<file path="config.mk">
export PLATFORM = sky130hd
export DESIGN_NAME = stack_engine_flat
export DESIGN_NICKNAME = d
export VERILOG_FILES = /design/src/rtl/stack_engine_if.sv /design/src/rtl/stack_engine.sv /design/src/flat_wrapper.sv
export SDC_FILE = /design/constraint.sdc
export NUM_CORES = 1
export LEC_CHECK = 0
export BUFFER_PORTS_ARGS = -buffer_cell sky130_fd_sc_hd__buf_2
export CORE_MARGIN = 5
export CORE_UTILIZATION = 45
export CTS_CLUSTER_SIZE = 10
export DETAILED_ROUTE_END_ITERATION = 16
export PLACE_DENSITY = 0.77
export SLEW_MARGIN = 40
export SYNTH_ARGS = -nofsm -noshare
export SYNTH_HDL_FRONTEND = slang
export SYNTH_SLANG_ARGS = --single-unit
</file>
<file path="constraint.sdc">
create_clock -name clk -period 3.53 [get_ports clk]
set_clock_uncertainty 0.2 [all_clocks]
set_input_delay 0.706 -clock clk [delete_from_list [all_inputs] [get_ports clk]]
set_output_delay 0.706 -clock clk [all_outputs]
set_load 0.005 [all_outputs]
</file>
<file path="src/rtl/stack_engine_if.sv">
// Stack handshake and data-memory beat signals shared between the controller side
// and the stack engine.
interface stack_engine_if;
  logic       initialize;
  logic       stack_op_ongoing;
  logic       push_or_pop;
  logic       with_flags;
  logic [7:0] pc_in;
  logic [5:0] flags_in;
  logic       bus_grant;
  logic [7:0] mem_rd_data;
  logic       stack_bus_en;
  logic [7:0] stack_addr;
  logic [7:0] stack_wr_data;
  logic       stack_op_end;
  logic [7:0] pop_pc;
  logic [5:0] pop_flags;
  logic [7:0] sp;
  logic       stack_ovf;
  logic       stack_unf;

  modport master (
    output initialize, stack_op_ongoing, push_or_pop, with_flags, pc_in, flags_in,
           bus_grant, mem_rd_data,
    input  stack_bus_en, stack_addr, stack_wr_data, stack_op_end, pop_pc, pop_flags,
           sp, stack_ovf, stack_unf
  );

  modport slave (
    input  initialize, stack_op_ongoing, push_or_pop, with_flags, pc_in, flags_in,
           bus_grant, mem_rd_data,
    output stack_bus_en, stack_addr, stack_wr_data, stack_op_end, pop_pc, pop_flags,
           sp, stack_ovf, stack_unf
  );
endinterface

</file>
<file path="src/rtl/stack_engine.sv">
// Stack engine: pushes/pops the return PC (and optionally flags) one byte per bus beat,
// owns the empty-descending stack pointer and flags overflow/underflow.
module stack_engine #(
  parameter logic [7:0] SP_RESET    = 8'hFF,
  parameter logic [7:0] STACK_LIMIT = 8'hC0
) (
  input  logic           clk,
  input  logic           rst,
  stack_engine_if.slave  bus_if
);

  typedef enum logic [2:0] {
    IDLE    = 3'd0,
    BEAT0   = 3'd1,
    BEAT1   = 3'd2,
    ABORT   = 3'd3,
    RELEASE = 3'd4
  } state_e;

  state_e     state_q, state_d;
  logic       is_push_q, is_push_d;
  logic       two_q, two_d;
  logic [5:0] flags_q, flags_d;
  logic [7:0] sp_q, sp_d;
  logic [7:0] addr_q, addr_d;
  logic [7:0] wdata_q, wdata_d;
  logic [7:0] pop_pc_q, pop_pc_d;
  logic [5:0] pop_flags_q, pop_flags_d;
  logic       ovf_q, ovf_d;
  logic       unf_q, unf_d;

  logic       start_s, ovf_hit_s, unf_hit_s, in_beat_s, granted_s, final_beat_s;
  logic [8:0] push_floor_s, pop_top_s;

  // Frame-length limit checks; with_flags doubles as n-1.
  always_comb begin
    push_floor_s = {1'b0, STACK_LIMIT} + {8'd0, bus_if.with_flags};
    pop_top_s    = {1'b0, sp_q} + 9'd1 + {8'd0, bus_if.with_flags};
    ovf_hit_s    = ({1'b0, sp_q} < push_floor_s);
    unf_hit_s    = (pop_top_s > {1'b0, SP_RESET});
    start_s      = (state_q == IDLE) && bus_if.stack_op_ongoing;
    in_beat_s    = (state_q == BEAT0) || (state_q == BEAT1);
    granted_s    = in_beat_s && bus_if.bus_grant;
    final_beat_s = (state_q == BEAT1) || ((state_q == BEAT0) && !two_q);
  end

  // State register.
  always_ff @(posedge clk or posedge rst) begin
    if (rst) begin
      state_q <= IDLE;
    end else if (bus_if.initialize) begin
      state_q <= IDLE;
    end else begin
      state_q <= state_d;
    end
  end

  // Next-state logic.
  always_comb begin
    state_d = state_q;
    case (state_q)
      IDLE: begin
        if (bus_if.stack_op_ongoing) begin
          if (bus_if.push_or_pop ? ovf_hit_s : unf_hit_s) state_d = ABORT;
          else                                            state_d = BEAT0;
        end else begin
          state_d = IDLE;
        end
      end
      BEAT0: begin
        if (bus_if.bus_grant) state_d = two_q ? BEAT1 : RELEASE;
        else                  state_d = BEAT0;
      end
      BEAT1: begin
        if (bus_if.bus_grant) state_d = RELEASE;
        else                  state_d = BEAT1;
      end
      ABORT:   state_d = RELEASE;
      RELEASE: begin
        if (!bus_if.stack_op_ongoing) state_d = IDLE;
        else                          state_d = RELEASE;
      end
      default: state_d = IDLE;
    endcase
  end

  // Outputs and datapath next values; the next beat address is derived from the updated sp.
  always_comb begin
    is_push_d   = is_push_q;
    two_d       = two_q;
    flags_d     = flags_q;
    sp_d        = sp_q;
    addr_d      = addr_q;
    wdata_d     = wdata_q;
    pop_pc_d    = pop_pc_q;
    pop_flags_d = pop_flags_q;
    ovf_d       = ovf_q;
    unf_d       = unf_q;
    if (start_s) begin
      is_push_d = bus_if.push_or_pop;
      two_d     = bus_if.with_flags;
      flags_d   = bus_if.flags_in;
      wdata_d   = bus_if.pc_in;
      addr_d    = bus_if.push_or_pop ? sp_q : sp_q + 8'd1;
      ovf_d     = ovf_q | (bus_if.push_or_pop & ovf_hit_s);
      unf_d     = unf_q | (!bus_if.push_or_pop & unf_hit_s);
    end else if (granted_s) begin
      sp_d    = is_push_q ? sp_q - 8'd1 : sp_q + 8'd1;
      addr_d  = is_push_q ? sp_d : sp_d + 8'd1;
      wdata_d = {2'b00, flags_q};
      if (!is_push_q) begin
        if ((state_q == BEAT0) && two_q) pop_flags_d = bus_if.mem_rd_data[5:0];
        else                             pop_pc_d    = bus_if.mem_rd_data;
      end else begin
        pop_pc_d = pop_pc_q;
      end
    end else begin
      sp_d = sp_q;
    end
    bus_if.stack_bus_en = in_beat_s && !bus_if.initialize;
    bus_if.stack_op_end = ((final_beat_s && bus_if.bus_grant) || (state_q == ABORT))
                          && !bus_if.initialize;
  end

  // Datapath registers.
  always_ff @(posedge clk or posedge rst) begin
    if (rst) begin
      is_push_q   <= 1'b0;
      two_q       <= 1'b0;
      flags_q     <= 6'd0;
      sp_q        <= SP_RESET;
      addr_q      <= 8'd0;
      wdata_q     <= 8'd0;
      pop_pc_q    <= 8'd0;
      pop_flags_q <= 6'd0;
      ovf_q       <= 1'b0;
      unf_q       <= 1'b0;
    end else if (bus_if.initialize) begin
      is_push_q   <= 1'b0;
      two_q       <= 1'b0;
      flags_q     <= 6'd0;
      sp_q        <= SP_RESET;
      addr_q      <= 8'd0;
      wdata_q     <= 8'd0;
      pop_pc_q    <= 8'd0;
      pop_flags_q <= 6'd0;
      ovf_q       <= 1'b0;
      unf_q       <= 1'b0;
    end else begin
      is_push_q   <= is_push_d;
      two_q       <= two_d;
      flags_q     <= flags_d;
      sp_q        <= sp_d;
      addr_q      <= addr_d;
      wdata_q     <= wdata_d;
      pop_pc_q    <= pop_pc_d;
      pop_flags_q <= pop_flags_d;
      ovf_q       <= ovf_d;
      unf_q       <= unf_d;
    end
  end

  assign bus_if.stack_addr    = addr_q;
  assign bus_if.stack_wr_data = wdata_q;
  assign bus_if.pop_pc        = pop_pc_q;
  assign bus_if.pop_flags     = pop_flags_q;
  assign bus_if.sp            = sp_q;
  assign bus_if.stack_ovf     = ovf_q;
  assign bus_if.stack_unf     = unf_q;

endmodule

</file>
<file path="src/flat_wrapper.sv">
// flat-port wrapper written by rule: the top's interface ports become plain ports
module stack_engine_flat 
#(
  parameter logic [7:0] SP_RESET    = 8'hFF,
  parameter logic [7:0] STACK_LIMIT = 8'hC0
)
  (clk, rst, bus_if_initialize, bus_if_stack_op_ongoing, bus_if_push_or_pop, bus_if_with_flags, bus_if_pc_in, bus_if_flags_in, bus_if_bus_grant, bus_if_mem_rd_data, bus_if_stack_bus_en, bus_if_stack_addr, bus_if_stack_wr_data, bus_if_stack_op_end, bus_if_pop_pc, bus_if_pop_flags, bus_if_sp, bus_if_stack_ovf, bus_if_stack_unf);
  stack_engine_if bus_if_i ();
  input  logic clk;
  input  logic rst;
  input wire logic [$bits(bus_if_i.initialize)-1:0] bus_if_initialize;
  input wire logic [$bits(bus_if_i.stack_op_ongoing)-1:0] bus_if_stack_op_ongoing;
  input wire logic [$bits(bus_if_i.push_or_pop)-1:0] bus_if_push_or_pop;
  input wire logic [$bits(bus_if_i.with_flags)-1:0] bus_if_with_flags;
  input wire logic [$bits(bus_if_i.pc_in)-1:0] bus_if_pc_in;
  input wire logic [$bits(bus_if_i.flags_in)-1:0] bus_if_flags_in;
  input wire logic [$bits(bus_if_i.bus_grant)-1:0] bus_if_bus_grant;
  input wire logic [$bits(bus_if_i.mem_rd_data)-1:0] bus_if_mem_rd_data;
  output wire logic [$bits(bus_if_i.stack_bus_en)-1:0] bus_if_stack_bus_en;
  output wire logic [$bits(bus_if_i.stack_addr)-1:0] bus_if_stack_addr;
  output wire logic [$bits(bus_if_i.stack_wr_data)-1:0] bus_if_stack_wr_data;
  output wire logic [$bits(bus_if_i.stack_op_end)-1:0] bus_if_stack_op_end;
  output wire logic [$bits(bus_if_i.pop_pc)-1:0] bus_if_pop_pc;
  output wire logic [$bits(bus_if_i.pop_flags)-1:0] bus_if_pop_flags;
  output wire logic [$bits(bus_if_i.sp)-1:0] bus_if_sp;
  output wire logic [$bits(bus_if_i.stack_ovf)-1:0] bus_if_stack_ovf;
  output wire logic [$bits(bus_if_i.stack_unf)-1:0] bus_if_stack_unf;
  assign bus_if_i.initialize = bus_if_initialize;
  assign bus_if_i.stack_op_ongoing = bus_if_stack_op_ongoing;
  assign bus_if_i.push_or_pop = bus_if_push_or_pop;
  assign bus_if_i.with_flags = bus_if_with_flags;
  assign bus_if_i.pc_in = bus_if_pc_in;
  assign bus_if_i.flags_in = bus_if_flags_in;
  assign bus_if_i.bus_grant = bus_if_bus_grant;
  assign bus_if_i.mem_rd_data = bus_if_mem_rd_data;
  assign bus_if_stack_bus_en = bus_if_i.stack_bus_en;
  assign bus_if_stack_addr = bus_if_i.stack_addr;
  assign bus_if_stack_wr_data = bus_if_i.stack_wr_data;
  assign bus_if_stack_op_end = bus_if_i.stack_op_end;
  assign bus_if_pop_pc = bus_if_i.pop_pc;
  assign bus_if_pop_flags = bus_if_i.pop_flags;
  assign bus_if_sp = bus_if_i.sp;
  assign bus_if_stack_ovf = bus_if_i.stack_ovf;
  assign bus_if_stack_unf = bus_if_i.stack_unf;
  stack_engine #(.SP_RESET(SP_RESET), .STACK_LIMIT(STACK_LIMIT)) u_core (.clk(clk), .rst(rst), .bus_if(bus_if_i));
endmodule
</file>
[After elaboration in Yosys (flattened, before gate mapping)]
Index checks and enable logic that the tools add are counted.
Word-level totals
  register bits: 51
  output and inout bits: 42
Cells by class
  $lt $le $gt $ge: 2
  bitwise operators: 4
  mux-type cells: 41
  add/subtract/negate cells: 6
  equal/unequal tests: 7
  reduce and logical (&&, ||, !) cells: 21
Operator list (count)
  $mux W8: 17
  $mux W6: 7
  $add A8 B1 Y8 const B: 2
  $mux W3: 5
  $pmux W3 S5: 1
  $add A8 B1 Y9 const A: 1
  $add A8 B1 Y9 const B: 1
  $add A9 B1 Y9: 1
  $gt A9 B8 Y1 const B: 1
  $lt A8 B9 Y1: 1
  $mux W1: 9
  $reduce_and A4 Y1: 2
  $sub A8 B1 Y8 const B: 1
  $logic_and A1 B1 Y1: 7
  $eq A3 B2 Y1 const B: 2
  $ne A2 B2 Y1 const B: 3
  $reduce_bool A2 Y1: 3
  $mux W2: 2
  $eq A3 B1 Y1 const B: 1
  $eq A3 B3 Y1 const B: 1
  $logic_not A1 Y1: 3
  $logic_not A3 Y1: 1
  $logic_or A1 B1 Y1: 3
  $reduce_bool A3 Y1: 1
  3 further kinds: 5

[Longest topological paths before layout]
Gate-level depths: netlist of the first run.
  depth in word-level cells: 8
  depth in mapped cells: 11
  depth with buffers taken out: 10

[Least setup slack after synthesis of the first run]
Ideal clock, no wire load.
  path kind: input -> register
  from: input bus_if_initialize
  to: register u_core.addr_q[7], in the netlist u_core.bus_if.stack_addr[7]
  cell stages on the path: 7
  buffers on the path: 1
  data arrival time: 2.358 ns
  setup time: 0.065 ns
  required time: 3.265 ns
  slack: 0.907 ns
  cells stage by stage: clkbuf_1 > or3_1 > or4_1 > o211ai_1 > and4b_1 > mux2i_1 > o21a_1
Between the ends
  word-level cells in the longest chain between the ends: 1
Ends and longest elaborated chain
  from (decl): line flat_wrapper.sv:11  | input wire logic [$bits(bus_if_i.initialize)-1:0] bus_if_initialize;
  $reduce_bool A3 Y1 (no line) / $mux W8 (equally long branches)
  to (signal assigned): line stack_engine.sv:154  | addr_q <= addr_d;
  to (decl): line stack_engine.sv:25  | logic [7:0] addr_q, addr_d;
Several ways; a longest one is shown, not always the timed one.
A chain may end at the register's enable or synchronous reset.

[Worst setup path in the final report of the first run]
  from: register u_core.sp_q[0], in the netlist u_core.bus_if.sp[0]
  to: register u_core.addr_q[2], in the netlist u_core.bus_if.stack_addr[2]
Between the ends
  word-level cells in the longest chain between the ends: 7
Ends and longest elaborated chain
  from (decl): line stack_engine.sv:24  | logic [7:0] sp_q, sp_d;
  from (signal assigned): line stack_engine.sv:153  | sp_q <= sp_d;
  $add A8 B1 Y8 / $sub A8 B1 Y8 (equally long branches): line stack_engine.sv:104, stack_engine.sv:108
  $mux W8: line stack_engine.sv:108  | sp_d = is_push_q ? sp_q - 8'd1 : sp_q + 8'd1;
  $add A8 B1 Y8: line stack_engine.sv:109  | addr_d = is_push_q ? sp_d : sp_d + 8'd1;
  $mux W8: line stack_engine.sv:109
  $mux W8: line stack_engine.sv:107  | end else if (granted_s) begin
  $mux W8 *: line stack_engine.sv:99  | if (start_s) begin
  $mux W8 *: line stack_engine.sv:138  | end else if (bus_if.initialize) begin
Mark *: on every way between the ends. The rest lies on a longest branch, timed or not. The select of a mux whose other input is x is not followed.

==> results of run 1 <==
## critical path, stage by stage (launching register included)
cell      delay (ps)
dfstp_2          660
inv_1            150
ha_1             390
xor2_1           290
ha_1             270
xnor2_1           80
o21ai_0          230
xnor2_1          110
a211oi_1         250
a21oi_1           60
nor2_1            90
## logic make-up after synthesis
logic type	after synthesis
AO/OA/AOI/OAI	69
XOR/XNOR	19
AND/OR/NAND/NOR	164
flip-flops	51
multiplexers	16
buffers and inverters	38
adder cells (fa/ha/maj)	8
## registers in the layout (all words and copies together) (netlist names)
| register | flops |
|---|---|
| u_core.state_q | 3 |
| u_core.bus_if.stack_unf | 1 |
| u_core.bus_if.stack_wr_data | 8 |
| u_core.is_push_q | 1 |
| u_core.bus_if.stack_ovf | 1 |
| u_core.two_q | 1 |
| u_core.bus_if.sp | 8 |
| u_core.bus_if.stack_addr | 8 |
| u_core.flags_q | 6 |
| u_core.bus_if.pop_pc | 8 |
| u_core.bus_if.pop_flags | 6 |
## per-layer routing
layer / up-vias / GRT usage, %
li1: 1402 / -
met1: 1345 / 27.8
met2: 140 / 32.0
met3: 13 / 4.57
met4: 0 / 6.14
met5: - / 0
## Yosys cell counts (all sizes together) (3+ instances only)
cell / n / area, sq um
dfstp: 8 / 210
nor3: 10 / 50.1
ha: 8 / 100
or3: 8 / 50.1
nand3: 7 / 35.0
xor2: 6 / 52.6
nor2: 43 / 161
mux2i: 16 / 160
dfrtp: 43 / 1080
nor4: 6 / 43.8
or4: 4 / 33.8
o31ai: 4 / 30.0
and4b: 4 / 40.0
nand4b: 4 / 35.0
a21oi: 19 / 95.1
buf: 7 / 41.3
nand4: 4 / 25.0
xnor2: 13 / 114
inv: 7 / 26.3
a311oi: 7 / 61.3
nand2b: 7 / 43.8
a211oi: 4 / 30.0
nand2: 54 / 203
clkbuf: 23 / 90.1
o22ai: 3 / 32.5
o21ai: 13 / 65.1
## layout make-up
class | instances | area share [%]
multi-input cells | 276 | 47.2
flip-flops and latches | 51 | 34.9
repair buffers | 78 | 11.1
well taps | 96 | 3.26
clock buffers | 5 | 1.87
inverters | 8 | 0.883
clock inverters | 3 | 0.747
## metrics by stage
step | area (sq um) | setup slack, ps | utilization [%] | cells
global placement | 3580 | 870 | 52.4 | 509
CTS | 3690 | 730 | 54.0 | 517
finish | 3690 | 687 | 54.0 | 517
global route | 3690 | 480 | 54.0 | 517
detailed placement | 3590 | 774 | 52.5 | 509
floorplan | 3170 | 907 | - | 365
## how the worst max path moves through the flow
stage	startpoint	end	slack, ps	depth (start not counted)
2_1_floorplan	bus_if_initialize	u_core.bus_if.stack_addr[7]	910	7
3_3_place_gp	u_core.bus_if.sp[0]	u_core.bus_if.stack_addr[2]	870	10
3_5_place_dp	u_core.bus_if.sp[0]	u_core.bus_if.stack_addr[6]	770	8
4_1_cts	u_core.bus_if.sp[0]	u_core.bus_if.stack_addr[2]	730	10
5_1_grt	u_core.bus_if.sp[0]	u_core.bus_if.stack_addr[2]	480	10
6_report	u_core.bus_if.sp[0]	u_core.bus_if.stack_addr[2]	690	10
## report_power, final
part / switching (mW) / internal (mW)
Combinational: 0.461 / 0.355
Sequential: 0.132 / 0.688
Clock: 0.212 / 0.146
==> metrics, run 1 <==
I/O Buffers 70; flops & latches, synth 51; # IOs 71; drc violations 0; register area 1290 sq um; number of diodes 0; Syn Nets between 400 and 500; TritonCTS clock tree yes; met1 WL 3620 microns; CTS buffer count 5; grt ovf 0; Syn Inst Count 365; Fillers 664; Mean Syn Cell Area about 8.7 sq um; Clock H-tree levels 2; maximum clock rate between 300 and 400 MHz; maximum buffer depth of the clock tree 2; Worst Path Max Fanout 13; most common cell after layout, fill and taps aside buf_2; worst hold margin 275 ps; Starting Density roughly 46%; Compound-Gate Fraction of Synth Area 15.0%; fin crit share 80.5%; worst vdd rail ir drop 235 uV; DR top layer met4; critical path type reg2reg; synthesized area 3170 sq um; site row count 30; buffer count from post-CTS setup fixing 0; metal2 WL roughly 4000 microns; Distinct cells, synth 58; Hold Vio Cnt, Final 0; CP required 3570 ps; asr flop ratio synth 100%; class of the worst hold path in2async; Clock Latency Late Sink 310 ps; area grow syn2layout 16.3%; crit end category flop; Die H 93.9 microns; Via density between 5 and 6; dpl hpwl 5950 microns; Critical Path AT 2890 ps; initial antenna violation count 0; FF-to-FF path depth 10; RSZ-0062 raised after global routing false; clock slew at reported path FFs 100 ps; GPL Wtd Cong approximately 0.94; Critical Path Source Type flop; WL/cell 16.3 microns; DR pass1 iterations 5; largest family of logic cells by synthesized area simple AND/OR/NAND/NOR gates; clk sink count around 50; Seq/Total Area, Yosys 40.6%; Adder-Cell Fraction of Synth Area about 3.2%; Tot GR Track Use 20.3%; setup_tns 0 ps; R2R Path Start u_core.bus_if.sp[0]; Post-DRT Antenna Nets 0; worst r2r dst u_core.bus_if.stack_addr[2]; power per cell area 541 nW/um^2; Core ar. 6830 sq um; Final Max Slew Viols 0; vias in the first global route 2,855; initial drt markers between 200 and 300; Setup Viol. Count Final 0; Final nets between 400 and 500; Final min period ~2800 ps; Leak ~1.7 nW; Top FF cell, synth dfrtp_1; cts hold-fix bufs 0; total power after layout 1.99 mW; status finished clean; Root Buffer clkbuf_8; Worst slew margin 52.9%; Die ar. between 8000 and 9000 sq um; DR vias 2,900; routed wire length 8450 microns; largest net degree at the start of global routing 50; mux cell area share after synthesis 5.05%; # resized after CTS 0; most frequent cells in the layout buf_2, nand2_1, nor2_1, dfrtp_1, a21oi_1; Max-cap violations 0; DIE WIDTH 93.9 microns; yosys warns 0; XOR/XNOR Fraction of Synth Area 5.25%; layout cell share with drive strength beyond 1 between 20% and 30%; EDFF count, synth 0; Simple-Gate Fraction of Synth Area 25.9%; multi-input logic area 1740 sq um; met3 WL post-DR 672 microns; first-pass GRT wire length 14,400 microns; flop-to-flop setup slack 690 ps; pin slew with the least headroom to its limit between 700 and 800 ps
(Power assumes the default switching activity.)
==> run 2: changes to the inputs <==
- ABC_AREA: default -> 1
- PLACE_DENSITY: 0.77 -> 0.78
- clock period: 3.53 -> 2.8 ns (I/O delays scaled with it)
==> run 2 against run 1 <==
Against the previous run: global-route usage down 1.9 points; cell count down 0.77%; worst setup slack worse by 450 ps.
==> metrics, run 2 <==
status finished clean (unchanged); power per cell area 683 nW/um^2 (was 541 nW/um^2); GRT busiest layer met2 (unchanged); TritonCTS clock tree yes (unchanged); Core ar. 6310 sq um (was 6830 sq um); clk sink count 51 (unchanged); maximum buffer depth of the clock tree 2 (unchanged); Max-cap violations 0 (unchanged); largest area contributor in the netlist dfrtp_1 (unchanged); most common cell after layout, fill and taps aside nand2_1 (was buf_2); vias in the first global route 2,731 (was 2,855); worst vdd rail ir drop 364 uV (was 235 uV); asr flop ratio synth 100% (unchanged); met2 Use GR 29.9% (was 32.0%); CP cell instances inv_1, ha_1, nand2_1, inv_1, nor2_2, ha_1, nand3_1, nor2_2, xor2_1, nand2_1, nand3_1, a21oi_1 (was inv_1, ha_1, xor2_1, ha_1, xnor2_1, o21ai_0, xnor2_1, a211oi_1, a21oi_1, nor2_1); number of diodes 0 (unchanged); Setup Viol. Count Final 0 (unchanged); crit end category flop (unchanged); worst hold margin 92.1 ps (was 275 ps); CP required 2790 ps (was 3570 ps); Via density 5.39 (was 5.61); most frequent cells in the layout nand2_1, buf_2, dfrtp_1 (was buf_2, nand2_1, nor2_1, dfrtp_1, a21oi_1); area grow syn2layout 17.3% (was 16.3%); flops & latches, synth 51 (unchanged); fin crit share 91.6% (was 80.5%); Tot GR Track Use 18.4% (was 20.3%); Syn Inst Count 365 (unchanged); site row count 29 (was 30); Clock H-tree levels 2 (unchanged); Top FF cell, synth dfrtp_1 (unchanged); yosys warns 0 (unchanged); initial drt markers 172 (was 273); most common cell in the synthesized netlist nand2_1 (unchanged); DIE WIDTH 90.4 microns (was 93.9 microns); pin slew with the least headroom to its limit 564 ps (was 706 ps); dpl hpwl 5650 microns (was 5950 microns); top cell type's share of synthesized area 37.0% (was 34.0%); Seq/Total Area, Yosys 44.2% (was 40.6%); CP max stage cell dfstp_2 (unchanged); # resized after CTS 0 (unchanged); initial antenna violation count 0 (unchanged); Root Buffer clkbuf_8 (unchanged); DR vias 2,764 (was 2,900); class of the worst hold path in2async (unchanged); EDFF count, synth 0 (unchanged); clock slew at reported path FFs 100 ps (about the same); worst r2r dst u_core.bus_if.stack_addr[4] (was u_core.bus_if.stack_addr[2]); flop-to-flop setup slack 230 ps (was 690 ps); largest net degree at the start of global routing 27 (was 50); first-pass GRT wire length 12,600 microns (was 14,400 microns); Synth top cells by count nand2_1, dfrtp_1, inv_1 (was nand2_1, dfrtp_1, nor2_1); placed cells 505 (was 509); Critical Path AT 2560 ps (was 2890 ps); Critical path origin u_core.bus_if.sp[0] (unchanged); Critical Path Source Type flop (unchanged); Hold Vio Cnt, Final 0 (unchanged); buffer count from post-CTS setup fixing 0 (unchanged); Mean Syn Cell Area 7.97 sq um (was 8.68 sq um); WL/cell 14.4 microns (was 16.3 microns); CP bufs+invs 2 (was 1); CTS buffer count 5 (unchanged); drc violations 0 (unchanged); Syn Nets 402 (unchanged); R2R Path Start u_core.bus_if.sp[0] (unchanged); GR Util met3 4.83% (was 4.57%); Die ar. 8170 sq um (was 8820 sq um); FF-to-FF path depth 12 (was 10); fin cells 513 (was 517); Worst Path Max Fanout 10 (was 13); Final Max Slew Viols 0 (unchanged); Distinct cells, synth 35 (was 58); grt ovf 0 (unchanged); I/O Buffers 70 (unchanged); Leak 1.84 nW (was 1.70 nW); Post-DRT Antenna Nets 0 (unchanged); cts hold-fix bufs 0 (unchanged); Worst slew margin 62.4% (was 52.9%); DR pass1 iterations 6 (was 5); delay-heaviest family, CP simple AND/OR/NAND/NOR gates (was flip-flops); layout cell share with drive strength beyond 1 27.3% (was 24.9%); routed wire length 7390 microns (was 8450 microns); Critical Path End u_core.bus_if.stack_addr[4] (was u_core.bus_if.stack_addr[2]); Starting Density 46.1% (was 46.4%); Max stage delay on crit path 580 ps (was 660 ps); Die H 90.4 microns (was 93.9 microns); Clock Latency Late Sink 300 ps (was 310 ps); critical path depth 12 (was 10); GPL Wtd Cong 0.956 (was 0.943); Final nets 472 (was 457); critical path type reg2reg (unchanged); met1 usage 23.6% (was 27.8%); ranking of synthesized cells by area dfrtp_1, nand2_1, dfstp_2 (was dfrtp_1, dfstp_2, nand2_1); synthesized area 2910 sq um (was 3170 sq um); Final min period 2570 ps (was 2840 ps); maximum clock rate 390 MHz (was 352 MHz); setup_tns 0 ps (unchanged); RSZ-0062 raised after global routing false (unchanged); # IOs 71 (unchanged)
==> run 2: cell count changes in the layout (fill, tap and decap cells not counted), moves of 8 or more <==
cell / before / now
nor2_1: 43 / 33
xnor2_1: 13 / 2
nand3_1: 7 / 27
inv_1: 6 / 33
nand2_1: 54 / 89
or3_1: 8 / 0
inv_2: 0 / 9
a31oi_1: 1 / 10
mux2i_1: 16 / 0
nor3_1: 9 / 1
==> run 2: layout make-up <==
class	count	area, sq um
Tap cell	77	96.3
Sequential cell	51	1290
Multi-Input combinational cell	257	1360
Clock buffer	6	72.6
Inverter	43	161
Timing Repair Buffer	77	415
Fill cell	618	2900
Clock inverter	2	13.8
==> run 2: through the flow <==
stage / setup WS (ps) / utilization, % / instance area (sq um) / total power [mW]
detailed placement: 277 / 52.6 / 3320 / 1.92
finish: 235 / 54.0 / 3410 / 2.33
floorplan: 494 / - / 2910 / 1.62
global route: 43.6 / 54.0 / 3410 / 2.52
global placement: 394 / 52.6 / 3320 / 1.90
CTS: 265 / 54.0 / 3410 / 2.35
==> run 2: report_power, final <==
part / switching [mW] / total (mW) / internal (mW)
clock network: 0.242 / 0.419 / 0.177
logic: 0.567 / 0.916 / 0.349
registers: 0.114 / 0.995 / 0.881
==> run 2: cells by family (layout without fill, tap and decap cells) <==
logic type,Yosys count,count (layout),synth area share (%)
DFF,51,51,44.2
buffers and inverters,57,128,8.86
AOI/OAI and AO/OA,70,70,14.8
adders and majority gates,8,8,3.44
xor gates and xnor gates,5,5,1.51
and+or+nand+nor,174,174,27.2
==> run 2: how the worst min path moves through the flow <==
stage / to / from / cells after the start
after global placement: u_core.flags_q[1] / u_core.flags_q[1] / 2
after floorplan: u_core.flags_q[0] / u_core.flags_q[0] / 2
after detailed placement: u_core.flags_q[2] / u_core.flags_q[2] / 2
after CTS: u_core.bus_if.pop_flags[5] / rst / 2
final: u_core.bus_if.pop_flags[2] / rst / 2
after global routing: u_core.bus_if.pop_flags[5] / rst / 2
==> run 2: worst register-to-register path: cells and delay by family (launching register included) <==
| family | cells | cell delay (ps) |
|---|---|---|
| compound gates | 1 | 60 |
| xor+xnor | 1 | 170 |
| fa+ha+maj | 2 | 580 |
| buf+inv | 2 | 230 |
| flops | 1 | 580 |
| simple gates | 6 | 630 |
==> run 2: metal layers <==
layer	vias to the layer above	wire, microns
met1	1276	3140
met5	-	0
met2	130	3420
met3	15	664
met4	0	166
li1	1343	-
